### src/rtl/mips_bus_arbiter.sv
// mips_bus_arbiter: two-master round-robin arbiter for the mips_cpu_bus Avalon memory port (ARB_LOCK_EN adds per-master bus lock)
module mips_bus_arbiter #(
    parameter int ADDR_W = 32,
    parameter int DATA_W = 32,
    localparam int BE_W = DATA_W / 8
) (
    input  logic              clk,
    input  logic              reset,
`ifdef ARB_LOCK_EN
    input  logic              m0_lock,
    input  logic              m1_lock,
`endif
    input  logic              m0_read,
    input  logic              m0_write,
    input  logic [ADDR_W-1:0] m0_address,
    input  logic [DATA_W-1:0] m0_writedata,
    input  logic [BE_W-1:0]   m0_byteenable,
    output logic              m0_waitrequest,
    output logic [DATA_W-1:0] m0_readdata,
    output logic              m0_readdatavalid,
    input  logic              m1_read,
    input  logic              m1_write,
    input  logic [ADDR_W-1:0] m1_address,
    input  logic [DATA_W-1:0] m1_writedata,
    input  logic [BE_W-1:0]   m1_byteenable,
    output logic              m1_waitrequest,
    output logic [DATA_W-1:0] m1_readdata,
    output logic              m1_readdatavalid,
    output logic              s_read,
    output logic              s_write,
    output logic [ADDR_W-1:0] s_address,
    output logic [DATA_W-1:0] s_writedata,
    output logic [BE_W-1:0]   s_byteenable,
    input  logic              s_waitrequest,
    input  logic [DATA_W-1:0] s_readdata
);
    typedef enum logic [2:0] {IDLE, GNT0, GNT1, RSP0, RSP1} state_t;
    state_t state;
    logic last, locked, lock0, lock1, req0, req1, gnt0, gnt1;
`ifdef ARB_LOCK_EN
    assign lock0 = m0_lock;
    assign lock1 = m1_lock;
`else
    assign lock0 = 1'b0;
    assign lock1 = 1'b0;
`endif
    assign req0 = m0_read | m0_write;
    assign req1 = m1_read | m1_write;
    assign gnt0 = state == GNT0;
    assign gnt1 = state == GNT1;
    // Put the granted master on the slave port (write wins over read) and steer read data to its owner
    always_comb begin
        s_read = gnt0 ? m0_read & ~m0_write : gnt1 ? m1_read & ~m1_write : 1'b0;
        s_write = gnt0 ? m0_write : gnt1 ? m1_write : 1'b0;
        s_address = gnt0 ? m0_address : gnt1 ? m1_address : '0;
        s_writedata = gnt0 ? m0_writedata : gnt1 ? m1_writedata : '0;
        s_byteenable = gnt0 ? m0_byteenable : gnt1 ? m1_byteenable : '0;
        m0_waitrequest = gnt0 ? s_waitrequest : 1'b1;
        m1_waitrequest = gnt1 ? s_waitrequest : 1'b1;
        m0_readdatavalid = state == RSP0;
        m1_readdatavalid = state == RSP1;
        m0_readdata = (state == RSP0) ? s_readdata : '0;
        m1_readdata = (state == RSP1) ? s_readdata : '0;
    end
    // Ownership sequencer: one-cycle round-robin arbitration, grant until acceptance, one response cycle for reads
    always_ff @(posedge clk or posedge reset) begin
        if (reset) begin
            state <= IDLE;
            last <= 1'b0;
            locked <= 1'b0;
        end else begin
            case (state)
                IDLE: state <= (req0 & (~req1 | last)) ? GNT0 : req1 ? GNT1 : IDLE;
                GNT0: begin
                    if (!req0) begin
                        state <= IDLE;
                        locked <= 1'b0;
                    end else if (!s_waitrequest) begin
                        last <= 1'b0;
                        locked <= lock0;
                        state <= m0_write ? (lock0 ? GNT0 : IDLE) : RSP0;
                    end
                end
                GNT1: begin
                    if (!req1) begin
                        state <= IDLE;
                        locked <= 1'b0;
                    end else if (!s_waitrequest) begin
                        last <= 1'b1;
                        locked <= lock1;
                        state <= m1_write ? (lock1 ? GNT1 : IDLE) : RSP1;
                    end
                end
                RSP0: state <= locked ? GNT0 : IDLE;
                RSP1: state <= locked ? GNT1 : IDLE;
                default: state <= IDLE;
            endcase
        end
    end
endmodule

### config.mk
export PLATFORM = sky130hd
export DESIGN_NAME = mips_bus_arbiter
export DESIGN_NICKNAME = d
export VERILOG_FILES = /design/src/rtl/mips_bus_arbiter.sv
export SDC_FILE = /design/constraint.sdc
export NUM_CORES = 1
export LEC_CHECK = 0
export CORE_AREA = 2 2 122 124
export CTS_BUF_LIST = sky130_fd_sc_hd__clkbuf_4 sky130_fd_sc_hd__clkbuf_8 sky130_fd_sc_hd__clkbuf_16
export DETAILED_ROUTE_END_ITERATION = 10
export DIE_AREA = 0 0 124 126
export DONT_BUFFER_PORTS = 1
export PLACE_DENSITY = 0.31
export SLEW_MARGIN = 20
export SYNTH_ARGS = -nofsm -noshare
export SYNTH_HDL_FRONTEND = slang
export SYNTH_SLANG_ARGS = --single-unit
### constraint.sdc
create_clock -name clk -period 1.56 [get_ports clk]
set_clock_uncertainty 0.15 [all_clocks]
set_input_delay 0.312 -clock clk [delete_from_list [all_inputs] [get_ports clk]]
set_output_delay 0.312 -clock clk [all_outputs]
set_load 0.01 [all_outputs]
==> qor.txt <==
Outcome: finished, violations left
Clock-pin slew on the worst setup and hold paths: 0.03 ns
Starting Density: 0.102
Power Density: 2030 nW/µm²
Global-route wire length before repair: 12500 µm
#FFs+latches synth: 5
Worst flop-to-flop path startpoint: state[2]
Fin crit share: 1.24
WL/cell: 26.9 µm
Main flop type after synthesis: dfrtp_1
DRC Markers: 0
IO Port Bufs: 0
Synth Area in Simple Gates: 0.368
Initial antenna violation count: 0
Worst R2R End: locked
Hold Fails Final Rpt: 0
Design area: 3410 µm²
GPL Wtd Cong: 0.799
Worst path slowest cell: dfrtp_2
DP HPWL: 6230 µm
Core box area: 14300 µm²
Adder-cell share of the synthesized area: 0
CTS tree: built
Ys async rst share: 1.00
Drt initial violations: 59
Num CTS Buffers: 3
Top post-synthesis cells by count: a22o_1, and2_1, and3_1
Die Y: 126 µm
Routed WL: 11100 µm
Post-synthesis compound-gate area fraction: 0.462
Pleak: 1.48 nW
Relative slew slack: 0.823
Fin Hold WS: 0.0912 ns
Hold Path End: last
Fin crit period: 1.94 ns
Crit path launch type: flip-flop
Final slew viol count: 0
Initial DRT Pass Iterations: 4
CTS Buffer Depth: 2
Largest family of logic cells by synthesized area: compound AO/OA/AOI/OAI gates
R2r setup slk: -0.20 ns
Antenna viol nets, final: 0
# diodes: 0
CP Max Fanout: 9
XOR/XNOR Fraction of Synth Area: 0
Fillers: 1501
Congestion Overflow GR: 0
Dominant cells by area after synthesis: a22o_1, and2_1, and3_1
Worst ir drop on vdd: 704 µV
Reg2Reg Depth: 6
Total of max-cap violations: 0
Die ar.: 15600 µm²
Final setup vio count: 142
Setup crit end kind: output pin
Cell taking the most area after synthesis: a22o_1
Multiplexer area fraction after synthesis: 0
Placed instance count: 369
Worst-margin pin slew: 0.265 ns
Area Growth Syn to Fin: 133%
Multi-input logic area: 2060 µm²
Avg Inst Size Synth: 7.36 µm²
Hold_sp: s_waitrequest
Failing checks: setup timing
Vias: 1996
Unrepaired setup endpoints after global routing: true
CP max stage delay: 0.45 ns
CTS root buffer: clkbuf_16
Layout cells sized above 1: 0.768
Util after Layout: 0.238
Overall routing resource usage: 0.111
Syn Nets: 374
CTS Sinks: 5
Row count: 44
Post-synth EDFFs: 0
Fin nets: 404
Avg Vias per Cell: 4.84
Ports: 313
Post-Syn Instances: 199
Seq/Total Area, Yosys: 0.0854
Netlist cell types: 25
Sequential cell area: 129 µm²
Die Wd: 124 µm
Mapped Area: 1470 µm²
Pin count of the biggest net entering global routing: 35
CP arrival: 1.48 ns
CP Cell Sequence: nor3b_4, buf_6, clkbuf_16, a22o_4
Hold Crit Class: input port to flip-flop
Placed cell area: 1730 µm²
# H-tree levels: 1
FMAX: 516 MHz
Worst-skew pair later-pin latency: 0.22 ns
Synth warnings: 0
Critical path class: flip-flop to output pin
Most frequent cell after synthesis: a22o_1
Post-route worst setup slack: -0.379 ns
Top cell type's share of synthesized area: 0.412
Required time of the worst setup path: 1.10 ns
Final Instance Count excl. Fillers: 412
Hold Path Stages: 2
Vias in the first global route: 1995
[metrics by stage]
step | power, mW | TNS (ns) | setup WS (ns)
floorplan | 2.45 | -0.758 | -0.0101
global placement | 2.92 | -18.39 | -0.264
detailed placement | 2.95 | -19.18 | -0.284
CTS | 5.66 | -48.77 | -0.383
global route | 7.25 | -55.32 | -0.439
finish | 6.94 | -46.76 | -0.379
[sequential cells by signal, indices dropped and copies added (netlist names)]
signal and count:
locked 1, state 3, last 1
[how the worst max path moves through the flow]
stage | depth (start not counted) | endpoint | slack, ns | from
2_1_floorplan | 3 | m1_readdata[10] | -0.01 | state[1]
3_3_place_gp | 3 | s_writedata[16] | -0.26 | state[2]
3_5_place_dp | 3 | s_writedata[16] | -0.28 | state[2]
4_1_cts | 4 | s_address[17] | -0.38 | state[2]
5_1_grt | 4 | s_address[3] | -0.44 | state[2]
6_report | 4 | s_address[3] | -0.38 | state[2]
[logic make-up (layout without fill, tap and decap cells)]
group,after synthesis,in the layout
flip-flops,5,5
AND/OR/NAND/NOR,89,89
buffers and inverters,27,56
AO/OA/AOI/OAI,78,78
[layout by cell type (no fill, tap or decap), types with 3 or more instances in the layout]
cell type,instances
and3_4,32
buf_16,9
nand2_1,4
nor3b_4,3
a22o_4,69
and2_1,27
nand2b_1,3
nor2_1,5
buf_4,9
clkbuf_16,13
dfrtp_2,3
buf_6,11
buf_12,9
and2_4,5
[cell type report]
cell class                      count  area share
Timing Repair Buffer               51       0.266
Clock buffer                        4      0.0242
Multi-Input combinational cell    167       0.603
Inverter                            1     0.00110
Tap cell                          184      0.0674
Sequential cell                     5      0.0378
[worst max-delay path: cells and delay by family (launching register included)]
kind | cells | cell delay [ns]
compound gates | 1 | 0.16
simple gates | 1 | 0.24
flops | 1 | 0.45
buf+inv | 2 | 0.40
[metal layers]
layer / track usage / share of wire / up-vias
met1: 0.122 / 0.36 / 959
met5: 0 / 0 / -
li1: - / - / 840
met3: 0.0140 / 0.074 / 16
met4: 0.0397 / 0.027 / 0
met2: 0.213 / 0.54 / 181
[where the power goes]
part	total (mW)	switching (mW)	internal [mW]
sequential	0.244	0.0687	0.175
clock	0.430	0.0753	0.355
combinational	6.27	2.78	3.48
total	6.94	2.93	4.01
[timing repair]
action | CTS | global route
hold buffers | 1 | 0
setup endpoints to repair | 142 | 142
pin swaps | 15 | 18
setup buffers | 14 | 6
resized for setup | 111 | 49
gates cloned | 10 | 11
endpoints found under the hold margin | 5 | 0
Power figures use the tool's default switching activity.
